$ cat src/rtl/apb_mock_uart_mc.sv
// Multi-channel APB mock UART: per-channel TX FIFOs drained round-robin to a byte sink.
// Define MOCK_UART_DISPLAY_EN for simulation-only per-channel line printing of drained bytes.
module apb_mock_uart_mc #(
  parameter int unsigned NrChannels  = 4,
  parameter int unsigned FifoDepth   = 8,
  parameter int unsigned BaudDiv     = 16,
  parameter bit          BlockOnFull = 1'b1,
  parameter int unsigned AddrWidth   = 32,
  localparam int unsigned ChW        = (NrChannels > 1) ? $clog2(NrChannels) : 1
) (
  input  logic                  clk_i,
  input  logic                  rst_ni,
  input  logic                  psel_i,
  input  logic                  penable_i,
  input  logic                  pwrite_i,
  input  logic [AddrWidth-1:0]  paddr_i,
  input  logic [31:0]           pwdata_i,
  output logic [31:0]           prdata_o,
  output logic                  pready_o,
  output logic                  pslverr_o,
  output logic                  tx_valid_o,
  input  logic                  tx_ready_i,
  output logic [ChW-1:0]        tx_chan_o,
  output logic [7:0]            tx_data_o,
  output logic [NrChannels-1:0] irq_o
);

  localparam int unsigned PtrW  = $clog2(FifoDepth);
  localparam int unsigned CntW  = PtrW + 1;
  localparam int unsigned BaudW = (BaudDiv > 1) ? $clog2(BaudDiv) : 1;

  typedef enum logic [1:0] {IDLE, PRESENT, GAP} state_e;

  logic [7:0]            mem_q     [NrChannels][FifoDepth];
  logic [PtrW-1:0]       wptr_q    [NrChannels];
  logic [PtrW-1:0]       rptr_q    [NrChannels];
  logic [CntW-1:0]       cnt_q     [NrChannels];
  logic [31:0]           scratch_q [NrChannels];
  logic [NrChannels-1:0] ier_q, empty_c, full_c, push_vec_c, pop_vec_c;

  logic           access_c, chan_ok_c, complete_c, push_c, pop_c;
  logic           ready_c, err_c;
  logic [31:0]    rdata_c;
  logic [ChW-1:0] chan_c;
  logic [1:0]     offset_c;
  logic [8:0]     fill_c;
  logic [7:0]     fill_sat_c;
  logic           addr_unused;

  state_e         state_q, state_d;
  logic [BaudW-1:0] baud_q, baud_d;
  logic [ChW-1:0] rr_ptr_q, rr_ptr_d, pick_c, tx_chan_d;
  logic           any_c, tx_valid_d;
  logic [7:0]     head_c, tx_data_d;

  assign addr_unused = ^{paddr_i[AddrWidth-1:8], paddr_i[1:0]};
  assign access_c    = psel_i & penable_i;
  assign offset_c    = paddr_i[3:2];
  assign chan_ok_c   = 32'(paddr_i[7:4]) < NrChannels;
  assign chan_c      = ChW'(paddr_i[7:4]);

  always_comb begin
    for (int unsigned c = 0; c < NrChannels; c++) begin
      empty_c[c] = (cnt_q[c] == '0);
      full_c[c]  = (cnt_q[c] == CntW'(FifoDepth));
    end
  end

  assign fill_c     = 9'(cnt_q[chan_c]);
  assign fill_sat_c = (fill_c > 9'd255) ? 8'hFF : fill_c[7:0];

  // APB response; the full check uses the registered count, so a same-cycle pop does not unblock
  always_comb begin
    rdata_c = '0;
    ready_c = 1'b0;
    err_c   = 1'b0;
    if (access_c) begin
      ready_c = 1'b1;
      if (!chan_ok_c) begin
        err_c = 1'b1;
      end else begin
        unique case (offset_c)
          2'd0: if (pwrite_i && full_c[chan_c]) begin
                  if (BlockOnFull) ready_c = 1'b0;
                  else             err_c   = 1'b1;
                end
          2'd1: if (!pwrite_i) rdata_c = {16'h0, fill_sat_c, 2'b00, empty_c[chan_c], 3'b000,
                                          full_c[chan_c], empty_c[chan_c]};
          2'd2: if (!pwrite_i) rdata_c = {31'h0, ier_q[chan_c]};
          default: if (!pwrite_i) rdata_c = scratch_q[chan_c];
        endcase
      end
    end
  end

  assign prdata_o   = rdata_c;
  assign pready_o   = ready_c;
  assign pslverr_o  = err_c;
  assign complete_c = access_c & ready_c & ~err_c;
  assign push_c     = complete_c & pwrite_i & (offset_c == 2'd0);

  always_comb begin
    push_vec_c = '0;
    pop_vec_c  = '0;
    if (push_c) push_vec_c[chan_c]   = 1'b1;
    if (pop_c)  pop_vec_c[tx_chan_o] = 1'b1;
  end

  always_ff @(posedge clk_i or negedge rst_ni) begin
    if (!rst_ni) begin
      ier_q <= '0;
      irq_o <= '0;
      for (int unsigned c = 0; c < NrChannels; c++) scratch_q[c] <= '0;
    end else begin
      irq_o <= ier_q & empty_c;
      if (complete_c && pwrite_i) begin
        if (offset_c == 2'd2) ier_q[chan_c]     <= pwdata_i[0];
        if (offset_c == 2'd3) scratch_q[chan_c] <= pwdata_i;
      end
    end
  end

  // FIFO pointers and fill counts; push and pop on one channel cancel in the count
  always_ff @(posedge clk_i or negedge rst_ni) begin
    if (!rst_ni) begin
      for (int unsigned c = 0; c < NrChannels; c++) begin
        wptr_q[c] <= '0;
        rptr_q[c] <= '0;
        cnt_q[c]  <= '0;
      end
    end else begin
      for (int unsigned c = 0; c < NrChannels; c++) begin
        if (push_vec_c[c]) wptr_q[c] <= wptr_q[c] + PtrW'(1);
        if (pop_vec_c[c])  rptr_q[c] <= rptr_q[c] + PtrW'(1);
        if (push_vec_c[c] && !pop_vec_c[c])      cnt_q[c] <= cnt_q[c] + CntW'(1);
        else if (!push_vec_c[c] && pop_vec_c[c]) cnt_q[c] <= cnt_q[c] - CntW'(1);
      end
    end
  end

  always_ff @(posedge clk_i) begin
    if (push_c) mem_q[chan_c][wptr_q[chan_c]] <= pwdata_i[7:0];
  end

  // Round-robin search starting one past the last served channel
  always_comb begin : rr_pick
    int unsigned idx;
    idx    = 0;
    any_c  = 1'b0;
    pick_c = '0;
    for (int unsigned i = 1; i <= NrChannels; i++) begin
      idx = (32'(rr_ptr_q) + i) % NrChannels;
      if (!any_c && !empty_c[ChW'(idx)]) begin
        any_c  = 1'b1;
        pick_c = ChW'(idx);
      end
    end
  end

  assign head_c = mem_q[pick_c][rptr_q[pick_c]];

  always_ff @(posedge clk_i or negedge rst_ni) begin
    if (!rst_ni) begin
      state_q    <= IDLE;
      baud_q     <= '0;
      rr_ptr_q   <= '0;
      tx_valid_o <= 1'b0;
      tx_chan_o  <= '0;
      tx_data_o  <= '0;
    end else begin
      state_q    <= state_d;
      baud_q     <= baud_d;
      rr_ptr_q   <= rr_ptr_d;
      tx_valid_o <= tx_valid_d;
      tx_chan_o  <= tx_chan_d;
      tx_data_o  <= tx_data_d;
    end
  end

  always_comb begin
    state_d    = state_q;
    baud_d     = baud_q;
    rr_ptr_d   = rr_ptr_q;
    tx_valid_d = tx_valid_o;
    tx_chan_d  = tx_chan_o;
    tx_data_d  = tx_data_o;
    pop_c      = 1'b0;
    unique case (state_q)
      IDLE: begin
        if (any_c) begin
          state_d    = PRESENT;
          tx_valid_d = 1'b1;
          tx_chan_d  = pick_c;
          tx_data_d  = head_c;
        end
      end
      PRESENT: begin
        if (tx_ready_i) begin
          pop_c      = 1'b1;
          tx_valid_d = 1'b0;
          rr_ptr_d   = tx_chan_o;
          baud_d     = BaudW'(BaudDiv - 1);
          state_d    = (BaudDiv > 1) ? GAP : IDLE;
        end
      end
      GAP: begin
        if (baud_q == '0) state_d = IDLE;
        else              baud_d  = baud_q - BaudW'(1);
      end
      default: state_d = IDLE;
    endcase
  end

`ifdef MOCK_UART_DISPLAY_EN
  string line_buf [NrChannels];

  always @(posedge clk_i or negedge rst_ni) begin
    if (!rst_ni) begin
      for (int unsigned c = 0; c < NrChannels; c++) line_buf[c] = "";
    end else if (pop_c) begin
      if (tx_data_o == 8'h0A) begin
        $display("[uart%0d] %s", tx_chan_o, line_buf[tx_chan_o]);
        line_buf[tx_chan_o] = "";
      end else begin
        line_buf[tx_chan_o] = $sformatf("%s%c", line_buf[tx_chan_o], tx_data_o);
        if (line_buf[tx_chan_o].len() >= 128) begin
          $display("[uart%0d] %s", tx_chan_o, line_buf[tx_chan_o]);
          line_buf[tx_chan_o] = "";
        end
      end
    end
  end
`endif

endmodule
$ cat config.mk
export PLATFORM = sky130hd
export DESIGN_NAME = apb_mock_uart_mc
export DESIGN_NICKNAME = d
export VERILOG_FILES = /design/src/rtl/apb_mock_uart_mc.sv
export SDC_FILE = /design/constraint.sdc
export NUM_CORES = 1
export LEC_CHECK = 0
export BUFFER_PORTS_ARGS = -buffer_cell sky130_fd_sc_hd__buf_2
export CAP_MARGIN = 25
export CORE_MARGIN = 2
export CORE_UTILIZATION = 55
export DETAILED_ROUTE_END_ITERATION = 16
export PLACE_DENSITY = 0.79
export SYNTH_ARGS = -nofsm -noshare
export SYNTH_HDL_FRONTEND = slang
export SYNTH_SLANG_ARGS = --single-unit
$ cat constraint.sdc
create_clock -name clk_i -period 8.2 [get_ports clk_i]
set_clock_uncertainty 0.15 [all_clocks]
set_input_delay 0.41 -clock clk_i [delete_from_list [all_inputs] [get_ports clk_i]]
set_output_delay 0.41 -clock clk_i [all_outputs]
set_load 0.02 [all_outputs]
; ---- Word-level counts from Yosys, hierarchy flattened
; Memories as Yosys holds them, arrays and structs flattened.
; Cells that the tools add are included.
[op_classes]
n_reduce_logical = 50
order_cmp = 16
muxes = 84
n_addsub = 21
bitwise_logic = 11
eq_ne = 13
[op_table]
columns = operator, n
row1 = 2-to-1 mux 32 bit, 6
row2 = bitwise mux 128 bit, 1
row3 = case mux 32 bit (3 select lines), 1
row4 = binary-select mux 32 bit (select 2 bit), 1
row5 = demux 32 bit (select 2 bit), 1
row6 = 2-to-1 mux 64 bit, 1
row7 = 2-to-1 mux 4 bit, 14
row8 = 2-to-1 mux 8 bit, 4
row9 = 2-to-1 mux 1 bit, 25
row10 = "adder 3 x 1 -> 3 bit, second input constant", 8
row11 = binary-select mux 8 bit (select 3 bit), 1
row12 = demux 8 bit (select 3 bit), 1
row13 = logical NOT 4 bit, 5
row14 = "subtractor 4 x 1 -> 4 bit, second input constant", 5
row15 = "< comparator 2 x 3 -> 1 bit, second input constant", 6
row16 = logical AND 1 bit, 17
row17 = "adder 4 x 1 -> 4 bit, second input constant", 4
row18 = "== test 4 bit, second input constant", 4
row19 = 2-to-1 mux 16 bit, 1
row20 = binary-select mux 1 bit (select 2 bit), 7
row21 = 2-to-1 mux 2 bit, 7
row22 = logical NOT 1 bit, 13
row23 = binary-select mux 3 bit (select 2 bit), 2
row24 = 2-to-1 mux 3 bit, 4
row25 = 27 further kinds, 56
[word_totals]
regBits = 195
ram_bits = 256
inputBits = 70
wordCells = 220
n_memories = 1
[memory_table]
columns = memory, words, width, read_ports, rd_clocked_by_memory_dff, write_ports, line
row1 = mem_q, 4, 64, 1, 0, 1, 34  ; logic [7:0] mem_q [NrChannels][FifoDepth];

; ---- Longest topological paths before layout
; Gate-level depths: netlist (run 1).
[logic_depth]
word_depth = 20
mapped_depth = 14

; ---- Worst setup path before layout (run 1)
; No wires, ideal clock.
[synth_path]
kind = in2reg
start = input port paddr_i[4]
end = register cnt_q[3] (netlist name)
cell_stages = 13
arrival_time_ns = 3.293
path_slack_ns = 4.632
setup_ns = 0.125
path_buffers = 3
path_cell_list = clkbuf_1 -> buf_2 -> buf_1 -> nand2_1 -> nor2_1 -> ha_1 -> inv_1 -> ha_1 -> a21o_1 -> a21oi_1 -> xnor2_1 -> nor2_1 -> xor2_1
[synth_between]
elab_chain_cells = 15
word_cells_on_any_way = 26
classes_between = 3 x order compare / 12 x mux / 5 x bitwise / 6 x reduce/logical
[synth_lines]
columns = element, line
row1 = from (decl), 16  ; input logic [AddrWidth-1:0] paddr_i,
row2 = binary-select mux 1 bit (select 2 bit), 83  ; 2'd0: if (pwrite_i && full_c[chan_c]) begin
row3 = 2-to-1 mux 1 bit (not written as such), 83
row4 = logical AND 1 bit, 83
row5 = 2-to-1 mux 1 bit, 83
row6 = 2-to-1 mux 1 bit, 82  ; unique case (offset_c)
row7 = 2-to-1 mux 1 bit, 79  ; if (!chan_ok_c) begin
row8 = 2-to-1 mux 1 bit, 77  ; if (access_c) begin
row9 = bitwise AND 1 bit (2 in a row), 99  ; assign complete_c = access_c & ready_c & ~err_c;
row10 = bitwise AND 1 bit (2 in a row), 100  ; assign push_c = complete_c & pwrite_i & (offset_c == 2'd0);
row11 = 2-to-1 mux 4 bit *, 105  ; if (push_c) push_vec_c[chan_c] = 1'b1;
row12 = via push_vec_c[3], 39  ; logic [NrChannels-1:0] ier_q, empty_c, full_c, push_vec_c, pop_vec_c;
row13 = logical NOT 1 bit, 136  ; else if (!push_vec_c[c] && pop_vec_c[c]) cnt_q[c] <= cnt_q[c] - CntW'(1);
row14 = logical AND 1 bit, 136
row15 = nonzero test 2 bit (no source line), --
row16 = "to (signal, indexed assignment)", 135  ; if (push_vec_c[c] && !pop_vec_c[c]) cnt_q[c] <= cnt_q[c] + CntW'(1);
row17 = "to (signal, indexed assignment)", 136
row18 = to (decl), 37  ; logic [CntW-1:0] cnt_q [NrChannels];
; The timed path passes the listed nets; every way through them passes the cells marked *. The select of a mux whose other input is x is not followed.
; A chain may end at the register's enable or synchronous reset.

; ---- Worst setup path in the final report (run 1)
[layout_path]
start = register cnt_q[4] (netlist name)
end = register tx_data_o[5]
[layout_between]
elab_chain_cells = 20
word_cells_on_any_way = 35
classes_between = 22 x mux / 2 x bitwise / 10 x reduce/logical / 1 x memory
[layout_lines]
columns = element, line
row1 = logical NOT 4 bit *, 64  ; empty_c[c] = (cnt_q[c] == '0);
row2 = binary-select mux 1 bit (select 2 bit), 153  ; if (!any_c && !empty_c[ChW'(idx)]) begin
row3 = 2-to-1 mux 1 bit (not written as such), 153
row4 = logical NOT 1 bit, 153
row5 = logical AND 1 bit, 153
row6 = 2-to-1 mux 1 bit, 153
row7 = logical NOT 1 bit, 153
row8 = logical AND 1 bit, 153
row9 = [2 not listed], --
row10 = logical AND 1 bit, 153
row11 = 2-to-1 mux 2 bit, 153
row12 = NOT 2 -> 3 bit (not written as such), 160  ; assign head_c = mem_q[pick_c][rptr_q[pick_c]];
row13 = binary-select mux 3 bit (select 2 bit), 160
row14 = 2-to-1 mux 3 bit (not written as such) (2 in a row), 160
row15 = NOT 3 -> 4 bit (not written as such), 160
row16 = binary-select mux 8 bit (select 3 bit), 160
row17 = 2-to-1 mux 8 bit (not written as such) (2 in a row), 160
row18 = to (signal assigned), 176  ; tx_data_o <= tx_data_d;
row19 = to (decl), 24  ; output logic [7:0] tx_data_o,
; Mark *: on every way between the ends. The rest lies on a longest branch, timed or not. The select of a mux whose other input is x is not followed.

==> results of run 1 <==
[critical path, cell delays in order (launching register included)]
cell     delay, ns
dfrtp_1       0.46
nor4_1        0.84
nand2_1       0.33
nand4_1       0.24
buf_4         0.38
buf_16        0.34
nand2_1       0.15
a32oi_4       0.22
buf_4         0.54
mux2_1        0.41
o22ai_1       0.36
o41ai_2       0.15
[final cells by class]
| type | count | area, sq um |
|---|---|---|
| multi-input combinational | 832 | 6636 |
| tap | 461 | 576.8 |
| timing repair buffer | 130 | 859.6 |
| fill | 2467 | 13220 |
| inverter | 12 | 45.04 |
| sequential | 451 | 12570 |
| clock inverter | 15 | 191.4 |
| clock buffer | 61 | 1215 |
[cell families (layout without fill, tap and decap cells)]
| kind of cell | Yosys count | count (layout) | synth area share (%) |
|---|---|---|---|
| AO/OA/AOI/OAI | 195 | 195 | 7.250 |
| XOR/XNOR | 33 | 33 | 1.477 |
| adder cells (fa/ha/maj) | 25 | 25 | 1.752 |
| buffers and inverters | 95 | 218 | 2.135 |
| flip-flops | 451 | 451 | 64.22 |
| multiplexers | 232 | 232 | 15.53 |
| AND/OR/NAND/NOR | 347 | 347 | 7.640 |
[metrics by stage]
stage | util [%] | setup WS, ns | total power (uW) | instance area (sq um)
floorplan | - | 4.632 | 4857 | 19570
global placement | 57.67 | 3.407 | 5481 | 20360
detailed placement | 57.74 | 3.583 | 5612 | 20390
CTS | 62.46 | 3.596 | 7628 | 22060
global route | 62.56 | 3.304 | 8004 | 22090
finish | 62.56 | 3.503 | 7640 | 22090
[metal layers]
metal | wire length, microns | vias to the layer above
li1 | - | 5346
met1 | 16280 | 6012
met2 | 21020 | 452
met3 | 3202 | 91
met4 | 1393 | 0
met5 | 0 | -
[power breakdown]
| part | total [uW] | switching [uW] | internal (uW) |
|---|---|---|---|
| Sequential | 2710 | 160 | 2550 |
| Combinational | 2940 | 1880 | 1060 |
| Clock | 1990 | 832 | 1160 |
| Total | 7640 | 2870 | 4770 |
[sequential cells by signal, indices dropped and copies added (netlist names)]
register and cells:
irq_o 4, state_q 2, ier_q 4, tx_valid_o 1, scratch_q 128, wptr_q 12
rptr_q 12, mem_q 256, cnt_q 16, rr_ptr_q 2, tx_data_o 8, tx_chan_o 2
baud_q 4
[what timing repair did]
action                                 CTS  global route
buffers inserted                         0             0
hold buffers                            26             0
endpoints found under the hold margin  184             0
[placed cells by master (no fill, tap or decap), types with 16 or more instances in the layout]
cell / n
ha_1: 21
xnor2_1: 22
mux2_2: 147
a221oi_1: 16
edfxtp_1: 256
a211oi_1: 17
buf_2: 91
nor2b_1: 27
mux2_1: 16
nand2_1: 206
a21oi_1: 74
nor2_1: 64
dlygate4sd3_1: 26
clkbuf_16: 44
mux2i_1: 28
a32oi_1: 48
dfrtp_1: 195
mux4_2: 41
[path summary, 6_finish.rpt]
kind | end | start | cells past startpoint | slack (ns)
min in group asynchronous | scratch_q[27] | rst_ni | 2 | 0.33
hold / removal | mem_q[1][9] | pwdata_i[1] | 1 | 0.29
hold reg to reg | wptr_q[8] | wptr_q[8] | 1 | 0.32
setup reg to reg | tx_data_o[5] | cnt_q[4] | 11 | 3.50
max in group asynchronous | baud_q[3] | rst_ni | 4 | 5.68
setup / recovery | tx_data_o[5] | cnt_q[4] | 11 | 3.50
==> metrics, run 1 <==
nets 1566; vias in the first global route 12284; n_diodes 0; max_cap viols 0; GRT busiest layer met2; Max Slew Vio Count 0; Peak VDD IR 341.6 uV; initial antenna violation count 0; placer congestion estimate 0.8029; Syn Nets 1473; First-pass DRT Iterations 8; RSZ-0062 raised after global routing false; sequential-to-total area share from yosys stat 64.22%; routing usage on met1 29.55%; Post-synth EDFFs 256; Port-buffer cells 92; Synth top area share 39.28%; Clock Tree Buf Depth 3; Hold Path Class primary input to register; top cells by area, synth edfxtp_1, dfrtp_1, mux2_2; cell leakage power 0.008882 uW; post-route clock period utilization 57.28%; Fin. Hold Viols 0; Distinct cells, synth 53; final cell count without fillers 1962; Primary FF master, synth edfxtp_1; # placed instances 1858; Clk Latency, worst-skew pair 0.56 ns; Total GRT Usage 23.06%; Fmax 212.9 MHz; Num CTS Buffers 44; cells resized by post-CTS repair 0; I/O Pins 119; Initial DRC Count 1031; Starting Density 55.42%; synthesized area 19570 sq um; YS warnings 0; DRT antenna net count 0; Setup crit start kind register; std cell rows 69; worst-path fanout max 80; CP Capture Type register; Setup CP Type register to register; P per Cell Area 345.9 nW/um^2; first-pass GRT wire length 65930 microns; met2 Use GR 38.86%; TritonCTS clock tree built; DRC 0; Clock Pin Slew Worst Setup and Hold Paths 0.06 ns; Hold Slack 0.2932 ns; Clock Sinks 451; P&R area growth vs syn 12.88%; GRT overflow 0; largest net degree at the start of global routing 91; DIE HEIGHT 192.6 microns; Crit path required time 8.47 ns; CP arrival 4.97 ns; Total Routed Length 41890 microns; measured slew at the worst slew-check pin 0.9968 ns; Core ar. 35310 sq um; die area 37110 sq um; GRT met3 Usage 4.674%; Vias 11901; layout cells sized above 1 24.98%; Tmin final 4.697 ns; status finished clean; WL per Instance 21.35 microns; Final Setup Violations 0; chip width 192.6 microns; number of synthesized register bits 451; post-synthesis cell count 1378; Root Driver clkbuf_16; DP HPWL 24450 microns; top-count cell post-synth edfxtp_1; Avg Cell Area, Syn 14.20 sq um; Max transition margin 33.55%; Total Neg Setup Slack 0 ns; Synth top cells by count edfxtp_1, nand2_1, dfrtp_1, mux2_2, a21oi_1; H-tree depth 2; Vias per Instance 6.066; ys async rst share 43.24%; leading area contributor after synthesis edfxtp_1
No activity file was read; power rests on OpenSTA's default activity.
==> run 2: changes to the inputs <==
ABC_AREA = 1   (was unset)
clock period = 4.6 ns   (was 8.2 ns; I/O delays follow)
==> metrics, run 2 <==
worst-path fanout max 39; vias in the first global route 15379; top-count cell post-synth nand2_1; Multi-input gate area 6848 sq um; DRC 0; First-pass DRT Iterations 6; Fmax 262.5 MHz; Vias per Instance 5.670; chip width 199.6 microns; Clock Pin Slew Worst Setup and Hold Paths 0.06 ns; Register Area 12570 sq um; max_cap viols 0; Distinct cells, synth 51; Final Setup Violations 0; ys async rst share 43.24%; measured slew at the worst slew-check pin 0.8611 ns; leading area contributor after synthesis edfxtp_1; post-route clock period utilization 82.82%; synthesized area 21040 sq um; Synth top cells by count nand2_1, inv_1, edfxtp_1, nand3_1, dfrtp_1; Total GRT Usage 25.38%; PnR Total Power 18140 uW; TritonCTS clock tree built; CP Capture Type register; Peak VDD IR 853.5 uV; nets 2246; most common cell after layout, fill and taps aside nand2_1; Syn Nets 2157; cells resized by post-CTS repair 0; GRT overflow 0; DRT antenna net count 0; Tmin final 3.810 ns; Clock Sinks 451; RSZ-0062 raised after global routing false; Max transition margin 42.38%; die area 39830 sq um; std cell rows 71; YS warnings 0; I/O Pins 119; placer congestion estimate 0.8306; number of synthesized register bits 451; status finished clean; first-pass GRT wire length 78980 microns; final cell count without fillers 2700; FF-to-FF setup slack 0.79 ns; top cells by area, synth edfxtp_1, dfrtp_1, nand2_1; Root Driver clkbuf_16; Starting Density 55.85%; Clk Latency, worst-skew pair 0.57 ns; largest net degree at the start of global routing 131; DP HPWL 29510 microns; Core ar. 37670 sq um; layout cells sized above 1 11.92%; P per Cell Area 764.9 nW/um^2; Vias 15308; Fill cells 2834; Avg Cell Area, Syn 10.20 sq um; Num CTS Buffers 47; WL per Instance 18.46 microns; DIE HEIGHT 199.6 microns; Hold Slack 0.1354 ns; Total Routed Length 49830 microns; commonest cells after routing, fill and taps aside nand2_1, inv_1, edfxtp_1; H-tree depth 2; initial antenna violation count 0; Post-CTS Setup Inserts 0; Hold Path Class primary input to register; CP arrival 4.11 ns; # hold bufs at CTS 26; Initial DRC Count 1355; Setup CP Type register to register; P&R area growth vs syn 12.72%; n_diodes 0; Crit path required time 4.90 ns; max FFs per register 256; Max Slew Vio Count 0; Post-synth EDFFs 256; Total Neg Setup Slack 0 ns; Primary FF master, synth edfxtp_1; sequential-to-total area share from yosys stat 59.74%; Clock Tree Buf Depth 3; post-synthesis cell count 2062; # placed instances 2585; Setup crit start kind register; Fin. Hold Viols 0; Port-buffer cells 92; Synth top area share 36.54%; cell leakage power 0.01066 uW
[run 2: cell types whose count changed after synthesis, moves of 27 or more]
cell / delta
a32oi_1: -48
mux2_2: -111
a21oi_1: -59
nand3b_1: +68
mux2i_1: -28
nor2_1: +35
nand2_1: +268
mux2_1: +31
nand3_1: +195
o21ai_0: +87
inv_1: +253
nor2b_1: -27
mux4_2: -41
[run 2: through the flow]
step           worst slack, ns  utilization (%)  cell area [sq um]
2_1_floorplan            1.597                -              21040
3_3_place_gp             1.007            57.65              21710
3_5_place_dp            0.9105            57.85              21790
4_1_cts                 0.8688            62.86              23680
5_1_grt                 0.4576            62.96              23710
6_report                0.7902            62.96              23710
[run 2: cell type report]
type                            count  area share [%]
Clock buffer                       72           5.825
Multi-Input combinational cell   1234           28.88
Timing Repair Buffer              142           4.205
Tap cell                          511           2.696
Inverter                          275           4.364
Clock inverter                     15           1.034
Sequential cell                   451           53.00
[run 2: final timing paths]
path	cells past startpoint	endpoint	startpoint
worst max-delay path	16	tx_data_o[1]	cnt_q[14]
worst min-delay path	1	mem_q[0][54]	pwdata_i[6]
worst max register to register	16	tx_data_o[1]	cnt_q[14]
worst min register to register	1	rptr_q[8]	rptr_q[8]
max in group asynchronous	5	tx_data_o[2]	rst_ni
min in group asynchronous	3	scratch_q[84]	rst_ni
[run 2: worst max-delay path, cell delays in order, from the launching register on]
cell     delay [ns]
dfrtp_1        0.46
nor2_1         0.24
nand3_1        0.16
nand3_1        0.14
nand2_2        0.09
a21oi_1        0.25
nand2_4        0.31
nand2_4        0.48
nand2_1        0.10
nand3_1        0.11
nand2_2        0.45
nand2_1        0.26
nand2_1        0.09
nand2_1        0.08
nand3_1        0.11
nand3_1        0.11
nand2_1        0.07
[run 2: kinds of logic (layout without fill, tap and decap cells)]
family | count (synthesis) | in the layout | share of synthesized area, %
and+or+nand+nor | 883 | 883 | 18.83
DFF | 451 | 451 | 59.74
buffers and inverters | 377 | 504 | 7.809
AOI/OAI and AO/OA | 213 | 213 | 6.269
muxes | 83 | 83 | 4.443
xor gates and xnor gates | 30 | 30 | 1.285
adders and majority gates | 25 | 25 | 1.630
[run 2: power by group]
group	switching [uW]	leakage [uW]	internal (uW)
sequential	289	0.00465	4580
combinational	6600	0.00522	2700
clock	1560	0.000792	2410
[run 2: metal layers]
| layer | GRT usage (%) | part of all wire, % | vias up |
|---|---|---|---|
| li1 | - | - | 7069 |
| met1 | 32.13 | 40 | 7501 |
| met2 | 44.02 | 50 | 610 |
| met3 | 3.916 | 6.6 | 128 |
| met4 | 9.767 | 3.0 | 0 |
| met5 | 0 | 0 | - |
